### config.mk
export PLATFORM = sky130hd
export DESIGN_NAME = lsu_bus_master_flat
export DESIGN_NICKNAME = d
export VERILOG_FILES = /design/src/rtl/lsu_bus_master_if.sv /design/src/rtl/lsu_bus_master.sv /design/src/flat_wrapper.sv
export SDC_FILE = /design/constraint.sdc
export NUM_CORES = 1
export LEC_CHECK = 0
export BUFFER_PORTS_ARGS = -buffer_cell sky130_fd_sc_hd__buf_2
export CORE_MARGIN = 2
export CORE_UTILIZATION = 60
export CTS_CLUSTER_SIZE = 14
export DETAILED_ROUTE_END_ITERATION = 6
export PLACE_DENSITY = 0.86
export SKIP_CTS_REPAIR_TIMING = 1
export SYNTH_ARGS = -nofsm -noshare
export SYNTH_HDL_FRONTEND = slang
export SYNTH_SLANG_ARGS = --single-unit
### constraint.sdc
create_clock -name clk -period 4 [get_ports clk]
set_input_delay 0.6 -clock clk [delete_from_list [all_inputs] [get_ports clk]]
set_output_delay 0.6 -clock clk [all_outputs]
set_load 0.01 [all_outputs]
### src/rtl/lsu_bus_master_if.sv
// Word-wide data-memory bus between the load/store initiator and a memory responder.
interface lsu_bus_master_if;
    logic        bus_req;
    logic        bus_we;
    logic [31:0] bus_addr;
    logic [3:0]  bus_be;
    logic [31:0] bus_wdata;
    logic        bus_ack;
    logic [31:0] bus_rdata;

    modport master (
        output bus_req, bus_we, bus_addr, bus_be, bus_wdata,
        input  bus_ack, bus_rdata
    );

    modport slave (
        input  bus_req, bus_we, bus_addr, bus_be, bus_wdata,
        output bus_ack, bus_rdata
    );
endinterface

### src/rtl/lsu_bus_master.sv
// RV32 load/store bus initiator: splits an access into one or two word-aligned
// beats with byte enables and returns little-endian, extended load data.
module lsu_bus_master #(
    parameter int unsigned TIMEOUT = 16
) (
    input  logic             clk,
    input  logic             rst_n,
    input  logic             req_valid,
    output logic             req_ready,
    input  logic             mem_read,
    input  logic             mem_write,
    input  logic [2:0]       func3,
    input  logic [31:0]      address,
    input  logic [31:0]      wdata,
    output logic [31:0]      rdata,
    output logic             done,
    output logic             err,
    lsu_bus_master_if.master bus
);
    localparam int unsigned      CNT_W    = $clog2(TIMEOUT + 1);
    localparam logic [CNT_W-1:0] CNT_LAST = CNT_W'(TIMEOUT - 1);

    typedef enum logic [1:0] {IDLE, BEAT0, BEAT1, RESP} state_t;

    state_t           state;
    logic [1:0]       off_q;
    logic [1:0]       size_q;
    logic             zext_q;
    logic             we_q;
    logic [31:0]      hi_addr_q;
    logic [3:0]       hi_be_q;
    logic [31:0]      hi_wdata_q;
    logic [31:0]      lo_rdata_q;
    logic [CNT_W-1:0] cnt_q;

    logic [3:0]  base;
    logic [7:0]  mask;
    logic [63:0] lanes;
    logic        legal;

    // Accept-time decode: legality, 8-lane byte mask and lane-positioned store data
    always_comb begin
        base = 4'b0000;
        case (func3[1:0])
            2'b00:   base = 4'b0001;
            2'b01:   base = 4'b0011;
            2'b10:   base = 4'b1111;
            default: base = 4'b0000;
        endcase
        mask  = {4'b0000, base} << address[1:0];
        lanes = {32'h0, wdata} << {address[1:0], 3'b000};
        legal = 1'b0;
        if (mem_read && !mem_write) begin
            legal = func3 inside {3'b000, 3'b001, 3'b010, 3'b100, 3'b101};
        end else if (mem_write && !mem_read) begin
            legal = func3 inside {3'b000, 3'b001, 3'b010};
        end
    end

    logic [63:0] rbuf;
    logic [31:0] shifted;
    logic [31:0] load_val;

    // Final-beat load data: the acked word is consumed directly so rdata lands with done
    always_comb begin
        rbuf     = (state == BEAT1) ? {bus.bus_rdata, lo_rdata_q} : {32'h0, bus.bus_rdata};
        shifted  = 32'(rbuf >> {off_q, 3'b000});
        load_val = shifted;
        case (size_q)
            2'b00:   load_val = zext_q ? {24'h0, shifted[7:0]}  : {{24{shifted[7]}}, shifted[7:0]};
            2'b01:   load_val = zext_q ? {16'h0, shifted[15:0]} : {{16{shifted[15]}}, shifted[15:0]};
            default: load_val = shifted;
        endcase
    end

    always_ff @(posedge clk or negedge rst_n) begin
        if (!rst_n) begin
            state         <= IDLE;
            req_ready     <= 1'b1;
            rdata         <= '0;
            done          <= 1'b0;
            err           <= 1'b0;
            bus.bus_req   <= 1'b0;
            bus.bus_we    <= 1'b0;
            bus.bus_addr  <= '0;
            bus.bus_be    <= '0;
            bus.bus_wdata <= '0;
            off_q         <= '0;
            size_q        <= '0;
            zext_q        <= 1'b0;
            we_q          <= 1'b0;
            hi_addr_q     <= '0;
            hi_be_q       <= '0;
            hi_wdata_q    <= '0;
            lo_rdata_q    <= '0;
            cnt_q         <= '0;
        end else begin
            done <= 1'b0;
            err  <= 1'b0;
            case (state)
                IDLE: begin
                    if (req_valid) begin
                        req_ready <= 1'b0;
                        off_q     <= address[1:0];
                        size_q    <= func3[1:0];
                        zext_q    <= func3[2];
                        we_q      <= mem_write;
                        cnt_q     <= '0;
                        if (!legal) begin
                            state <= RESP;
                            done  <= 1'b1;
                            err   <= 1'b1;
                        end else begin
                            state         <= BEAT0;
                            bus.bus_req   <= 1'b1;
                            bus.bus_we    <= mem_write;
                            bus.bus_addr  <= {address[31:2], 2'b00};
                            bus.bus_be    <= mask[3:0];
                            bus.bus_wdata <= mem_write ? lanes[31:0] : 32'h0;
                            hi_addr_q     <= {address[31:2], 2'b00} + 32'd4;
                            hi_be_q       <= mask[7:4];
                            hi_wdata_q    <= mem_write ? lanes[63:32] : 32'h0;
                        end
                    end
                end
                BEAT0, BEAT1: begin
                    if (bus.bus_ack) begin
                        if (state == BEAT0) begin
                            lo_rdata_q <= bus.bus_rdata;
                        end
                        if (state == BEAT0 && hi_be_q != 4'b0000) begin
                            // bus_req stays high straight into the second beat
                            state         <= BEAT1;
                            bus.bus_addr  <= hi_addr_q;
                            bus.bus_be    <= hi_be_q;
                            bus.bus_wdata <= hi_wdata_q;
                            cnt_q         <= '0;
                        end else begin
                            state       <= RESP;
                            bus.bus_req <= 1'b0;
                            done        <= 1'b1;
                            if (!we_q) begin
                                rdata <= load_val;
                            end
                        end
                    end else if (cnt_q == CNT_LAST) begin
                        state       <= RESP;
                        bus.bus_req <= 1'b0;
                        done        <= 1'b1;
                        err         <= 1'b1;
                    end else begin
                        cnt_q <= cnt_q + CNT_W'(1);
                    end
                end
                RESP: begin
                    state     <= IDLE;
                    req_ready <= 1'b1;
                end
                default: state <= IDLE;
            endcase
        end
    end
endmodule

### src/flat_wrapper.sv
// flat-port wrapper written by rule: the top's interface ports become plain ports
module lsu_bus_master_flat 
#(
    parameter int unsigned TIMEOUT = 16
)
  (clk, rst_n, req_valid, req_ready, mem_read, mem_write, func3, address, wdata, rdata, done, err, bus_bus_req, bus_bus_we, bus_bus_addr, bus_bus_be, bus_bus_wdata, bus_bus_ack, bus_bus_rdata);
  lsu_bus_master_if bus_i ();
  input  logic clk;
  input  logic rst_n;
  input  logic req_valid;
  output logic req_ready;
  input  logic mem_read;
  input  logic mem_write;
  input  logic [2:0] func3;
  input  logic [31:0] address;
  input  logic [31:0] wdata;
  output logic [31:0] rdata;
  output logic done;
  output logic err;
  output wire logic [$bits(bus_i.bus_req)-1:0] bus_bus_req;
  output wire logic [$bits(bus_i.bus_we)-1:0] bus_bus_we;
  output wire logic [$bits(bus_i.bus_addr)-1:0] bus_bus_addr;
  output wire logic [$bits(bus_i.bus_be)-1:0] bus_bus_be;
  output wire logic [$bits(bus_i.bus_wdata)-1:0] bus_bus_wdata;
  input wire logic [$bits(bus_i.bus_ack)-1:0] bus_bus_ack;
  input wire logic [$bits(bus_i.bus_rdata)-1:0] bus_bus_rdata;
  assign bus_bus_req = bus_i.bus_req;
  assign bus_bus_we = bus_i.bus_we;
  assign bus_bus_addr = bus_i.bus_addr;
  assign bus_bus_be = bus_i.bus_be;
  assign bus_bus_wdata = bus_i.bus_wdata;
  assign bus_i.bus_ack = bus_bus_ack;
  assign bus_i.bus_rdata = bus_bus_rdata;
  lsu_bus_master #(.TIMEOUT(TIMEOUT)) u_core (.clk(clk), .rst_n(rst_n), .req_valid(req_valid), .req_ready(req_ready), .mem_read(mem_read), .mem_write(mem_write), .func3(func3), .address(address), .wdata(wdata), .rdata(rdata), .done(done), .err(err), .bus(bus_i));
endmodule
### Yosys cells after proc, flatten, opt, wreduce, memory -nomap -nowiden

Index checks and enable logic that the tools add are counted.
W data, S select, Z words.

| cells by class | value |
|---|---|
| reductions and logical operators | 24 |
| equal/unequal tests | 19 |
| multiplexer cells | 51 |
| bitwise gates (word level) | 2 |
| shifts and indexed selects | 3 |
| add/sub/neg operators | 2 |

Operator list:

| cell | number |
|---|---|
| $mux W32 | 12 |
| $pmux W32 S2 | 3 |
| $mux W64 | 1 |
| $shl A32 B5 Y64 | 1 |
| $shr A64 B5 Y32 | 1 |
| $add A32 B3 Y32 const B | 1 |
| $mux W5 | 4 |
| $mux W4 | 4 |
| $mux W1 | 15 |
| $pmux W4 S3 | 1 |
| $pmux W5 S2 | 1 |
| $reduce_and A5 Y1 | 2 |
| $mux W2 | 4 |
| $pmux W1 S2 | 4 |
| $pmux W4 S2 | 1 |
| $reduce_and A4 Y1 | 2 |
| $shl A4 B2 Y8 | 1 |
| $eq A2 B1 Y1 const B | 3 |
| $eq A2 B2 Y1 const B | 3 |
| $eq A3 B3 Y1 const B | 2 |
| $logic_not A2 Y1 | 3 |
| $ne A3 B2 Y1 const B | 2 |
| $ne A3 B3 Y1 const B | 2 |
| $pmux W2 S3 | 1 |
| 17 further kinds | 27 |

| storage, ports and cells | value |
|---|---|
| bits of input ports | 105 |
| register bits | 218 |

### Depth between registers and ports, before layout

| logic depth | value |
|---|---|
| word-level depth | 7 |
| mapped depth | 10 |

### Worst setup path after synthesis

Ideal clock, no wire load.

| timing path | value |
|---|---|
| kind | input-to-reg |
| start point | input port func3[0] |
| end point | register u_core.hi_addr_q[3] |
| path slack | 1.697 ns |
| path buffers | 1 |
| arrival | 2.179 ns |
| stages | 7 |
| required time | 3.875 ns |
| cell sequence | inv_1 -> ha_1 -> nor2b_1 -> o311a_1 -> o21ai_2 -> buf_2 -> mux2_2 |

| between the ends | value |
|---|---|
| word-level cells in the longest chain between the ends | 5 |
| elaborated cells on any way between the ends | 10 |

Ends and longest elaborated chain:

| item | RTL line | RTL |
|---|---|---|
| from (decl) | flat_wrapper.sv:14 | `input logic [2:0] func3;` |
| $eq A3 B1 Y1, or another cell as far along | lsu_bus_master.sv:54, lsu_bus_master.sv:56 |  |
| $reduce_bool A3 Y1 | lsu_bus_master.sv:56 | `legal = func3 inside {3'b000, 3'b001, 3'b010};` |
| $mux W1 | lsu_bus_master.sv:55 | `end else if (mem_write && !mem_read) begin` |
| $mux W1 (*) | lsu_bus_master.sv:53 | `if (mem_read && !mem_write) begin` |
| $reduce_and A3 Y1 (no line) (*) | -- |  |
| to (signal assigned) | lsu_bus_master.sv:120 | `hi_addr_q <= {address[31:2], 2'b00} + 32'd4;` |
| to (decl) | lsu_bus_master.sv:30 | `logic [31:0] hi_addr_q;` |

Mark *: on every way between the ends. The rest lies on a longest branch, timed or not.
A chain may end at the register's enable or synchronous reset.

### Final worst setup path

| timing path | value |
|---|---|
| start point | register u_core.state[1] |
| end point | register u_core.rdata[26] |

| between the ends | value |
|---|---|
| word-level cells in the longest chain between the ends | 5 |
| elaborated cells on any way between the ends | 11 |

Ends and longest elaborated chain:

| item | RTL line | RTL |
|---|---|---|
| from (decl) | lsu_bus_master.sv:25 | `state_t state;` |
| from (signal assigned) | lsu_bus_master.sv:78 | `state <= IDLE;` |
| from (signal assigned) | lsu_bus_master.sv:110 | `state <= RESP;` |
| from (signal assigned) | lsu_bus_master.sv:114 | `state <= BEAT0;` |
| $eq A2 B2 Y1 | lsu_bus_master.sv:66, lsu_bus_master.sv:100 |  |
| $mux W64 | lsu_bus_master.sv:66 | `rbuf = (state == BEAT1) ? {bus.bus_rdata, lo_rdata_q} : {32'h0, bus.bus_rdata};` |
| $shr A64 B5 Y32 | lsu_bus_master.sv:67 | `shifted = 32'(rbuf >> {off_q, 3'b000});` |
| $mux W32, on equally long branches | lsu_bus_master.sv:71, lsu_bus_master.sv:70 |  |
| $pmux W32 S2 | lsu_bus_master.sv:69 | `case (size_q)` |
| to (signal assigned) | lsu_bus_master.sv:143 | `rdata <= load_val;` |
| to (decl) | lsu_bus_master.sv:15 | `output logic [31:0] rdata,` |

Parallel ways exist; a longest one is shown, timed or not.

==> flow_metrics.py <==
metrics = {
    "floorplan": {
        "die_area_sq_um": 18980,
        "ios": 210,
        "rows": 48,
        "die_h_microns": 137.8,
        "die_w_microns": 137.8,
        "coreArea_sq_um": 17420,
        "initial_core_util_pct": 61.66,
    },
    "timing": {
        "worst_pin_slew_ns": 1.157,
        "max_freq_mhz": 307.0,
        "hold_violations": 0,
        "slew_viol_final": 0,
        "tns_ns": 0,
        "skew_ns": 0.01026,
        "setup_violations": 0,
        "fin_ws_ns": 0.7428,
        "relSlewSlack_pct": 22.87,
        "period_needed_ns": 3.257,
        "rsz0062_at_grt": "no",
        "fin_crit_sh_pct": 81.43,
    },
    "placed_design": {
        "hpwl_mm": 19.53,
        "place_area_sq_um": 11880,
        "pre_cts_slack_ns": 0.8224,
        "io_buffers": 207,
        "gp_congestion": 0.9339,
    },
    "cells_and_area": {
        "final_area_sq_um": 12640,
        "area_delta_synth_final_pct": 17.67,
        "nets": 1328,
        "n_fill_cell": 1257,
        "drive_gt1_share_pct": 28.87,
    },
    "logic_synthesis": {
        "synth_top_area_share_pct": 47.54,
        "synthFlopType": "dfrtp_1",
        "synth-seq-cells": 205,
        "netlist_top_cells_area": "dfrtp_1 48%, mux2i_1 6.9%, mux2_2 6.1%, nand2_1 3.7%, nor2_1 3.1%",
        "netlist_area_sq_um": 10740,
        "syn_inst": 1036,
        "synth.most_common_cell": "dfrtp_1",
        "yosys_warnings": 0,
        "synth_edf_count": 0,
        "syn_avg_cell_area_sq_um": 10.37,
        "yosysSeqAreaShare_pct": 47.78,
        "yosys-top-cells-count": "204 x dfrtp_1, 107 x nand2_1, 89 x nor2_1",
        "synthArstFlopShare_pct": 100.0,
        "synth_top_cell_by_area": "dfrtp_1",
        "ys_types": 68,
    },
    "clocking": {
        "cts.sinks": 205,
        "insertion_delay_ns": 0.50,
        "clkTransAtPathRegs_ns": 0.06,
        "clockBufferDepth": 3,
        "clockRootBuffer": "clkbuf_16",
        "htreeDepth": 1,
        "cts_tree": "built",
        "cts_made_buffers": 23,
    },
    "critical_path": {
        "critPathRequiredTime_ns": 4.43,
        "worst_setup_path_end_kind": "register",
        "cp-start-kind": "register",
        "crit_type": "reg -> reg",
        "ff2ff_setup_slack_ns": 0.74,
        "critPathArrivalTime_ns": 3.68,
        "critPathMaxFanout": 75,
    },
    "grt": {
        "grt_max_degree": 95,
        "grt_first_pass_wirelength_mm": 45.16,
        "first_global_vias": 8944,
        "overflow": 0,
        "track_usage_pct": 30.24,
        "grt_antenna_before_repair": 4,
    },
    "detailed_routing": {
        "dr_wl_met3_mm": 2.743,
        "drc_errors": 0,
        "routedWlPerCell_microns": 19.48,
        "routed_wl_mm": 28.36,
        "drtAntennaViolNets": 0,
        "routed-via-count": 9110,
        "top_layer_used": "met4",
        "met1Wirelength_mm": 11.28,
        "vias_per_cell": 6.257,
        "wl_met2_mm": 13.21,
        "drt_iter0_markers": 711,
        "drtPass1Iterations": 6,
    },
    "power": {
        "vdd_drop_max_v": 0.0006019,
        "p_leak_nw": 5.775,
        "powerDensity_nw_per_um2": 848.0,
        "power_mw": 10.72,
    },
    "hold_path": {
        "hp-class": "in -> async",
    },
    "run": {
        "cap_viol_max_count": 0,
    },
    "outcome": {
        "status": "complete, no violations",
    },
}
==> stage by stage <==
stage / hold WS (ns) / utilization [%] / std cells
after floorplan: 0.3044 / - / 1037
after global placement: 0.4615 / 68.20 / 1411
after detailed placement: 0.4669 / 68.20 / 1411
after CTS: 0.1951 / 72.49 / 1451
after global routing: 0.2261 / 72.50 / 1452
final: 0.1786 / 72.56 / 1456
==> power by group <==
| group | switching, mW | internal (mW) |
|---|---|---|
| sequential | 0.743 | 3.02 |
| clock | 0.832 | 1.25 |
| combinational | 2.72 | 2.14 |
| total | 4.30 | 6.42 |
==> logic make-up (layout without fill, tap and decap cells) <==
family                     Yosys count  after routing  synth area share (%)
other                                1              7               0.03492
and+or+nand+nor                    284            284                 12.49
adders and majority gates           12             12                 1.398
buffers and inverters               89            278                 3.740
AOI/OAI and AO/OA                  275            275                 17.33
xor gates and xnor gates            29             29                 2.365
DFF                                205            205                 47.78
muxes                              141            141                 14.87
==> cell usage in the layout (no fill, tap or decap), types with 14 or more instances in the layout <==
cell and count:
mux2i_1 74, o21ai_0 59, buf_4 15, a22oi_1 26
dfrtp_1 203, a21oi_1 59, inv_1 14, buf_2 206
mux2_2 58, nor2_1 89, nand2_1 107, clkbuf_16 23
o22a_1 14, o21a_1 16, a211oi_1 14, xnor2_1 20
nand3_1 27
==> path summary, 6_finish.rpt <==
| check | endpoint | depth (start not counted) | startpoint |
|---|---|---|---|
| max reg2reg | u_core.rdata[26] | 6 | u_core.state[1] |
| min in group clk | u_core.hi_wdata_q[16] | 2 | wdata[24] |
| max | u_core.rdata[26] | 6 | u_core.state[1] |
| min reg2reg | u_core.rdata[7] | 2 | u_core.rdata[7] |
| min | u_core.lo_rdata_q[19] | 1 | rst_n |
| max in group asynchronous | u_core.hi_addr_q[10] | 2 | rst_n |
==> worst max-delay path, cell delays in order (launching register included) <==
cell and delay (ns):
dfrtp_1 0.41, inv_1 0.11, ha_4 0.92, nand2_1 0.17
or3_1 0.68, a21oi_2 0.62, a221o_1 0.21
==> registers in the layout (all words and copies together) (netlist names) <==
name and count:
u_core.bus.bus_req 1, u_core.bus.bus_be 4, u_core.off_q 2, u_core.we_q 1, u_core.bus.bus_addr 30, u_core.req_ready 1
u_core.zext_q 1, u_core.hi_wdata_q 24, u_core.hi_addr_q 30, u_core.lo_rdata_q 32, u_core.bus.bus_wdata 32, u_core.err 1
u_core.state 2, u_core.done 1, u_core.bus.bus_we 1, u_core.rdata 32, u_core.cnt_q 5, u_core.hi_be_q 3
u_core.size_q 2
==> final cells by class <==
| class | instances | area [sq um] | area share [%] |
|---|---|---|---|
| repair buffers | 223 | 1177 | 9.317 |
| multi-input cells | 743 | 5231 | 41.40 |
| clock inverters | 10 | 103.9 | 0.8218 |
| well taps | 225 | 281.5 | 2.228 |
| inverters | 15 | 56.30 | 0.4455 |
| clock buffers | 30 | 641.9 | 5.079 |
| flip-flops and latches | 205 | 5132 | 40.61 |
| diodes | 5 | 12.51 | 0.09901 |
==> layer usage <==
metal  track usage (%)  vias to the layer above
met5                 0                        -
met4             14.29                        0
met3             7.616                       75
met2             48.78                      464
met1             38.43                     4432
li1                  -                     4139
Note: power is estimated with default switching activity, not from simulation.
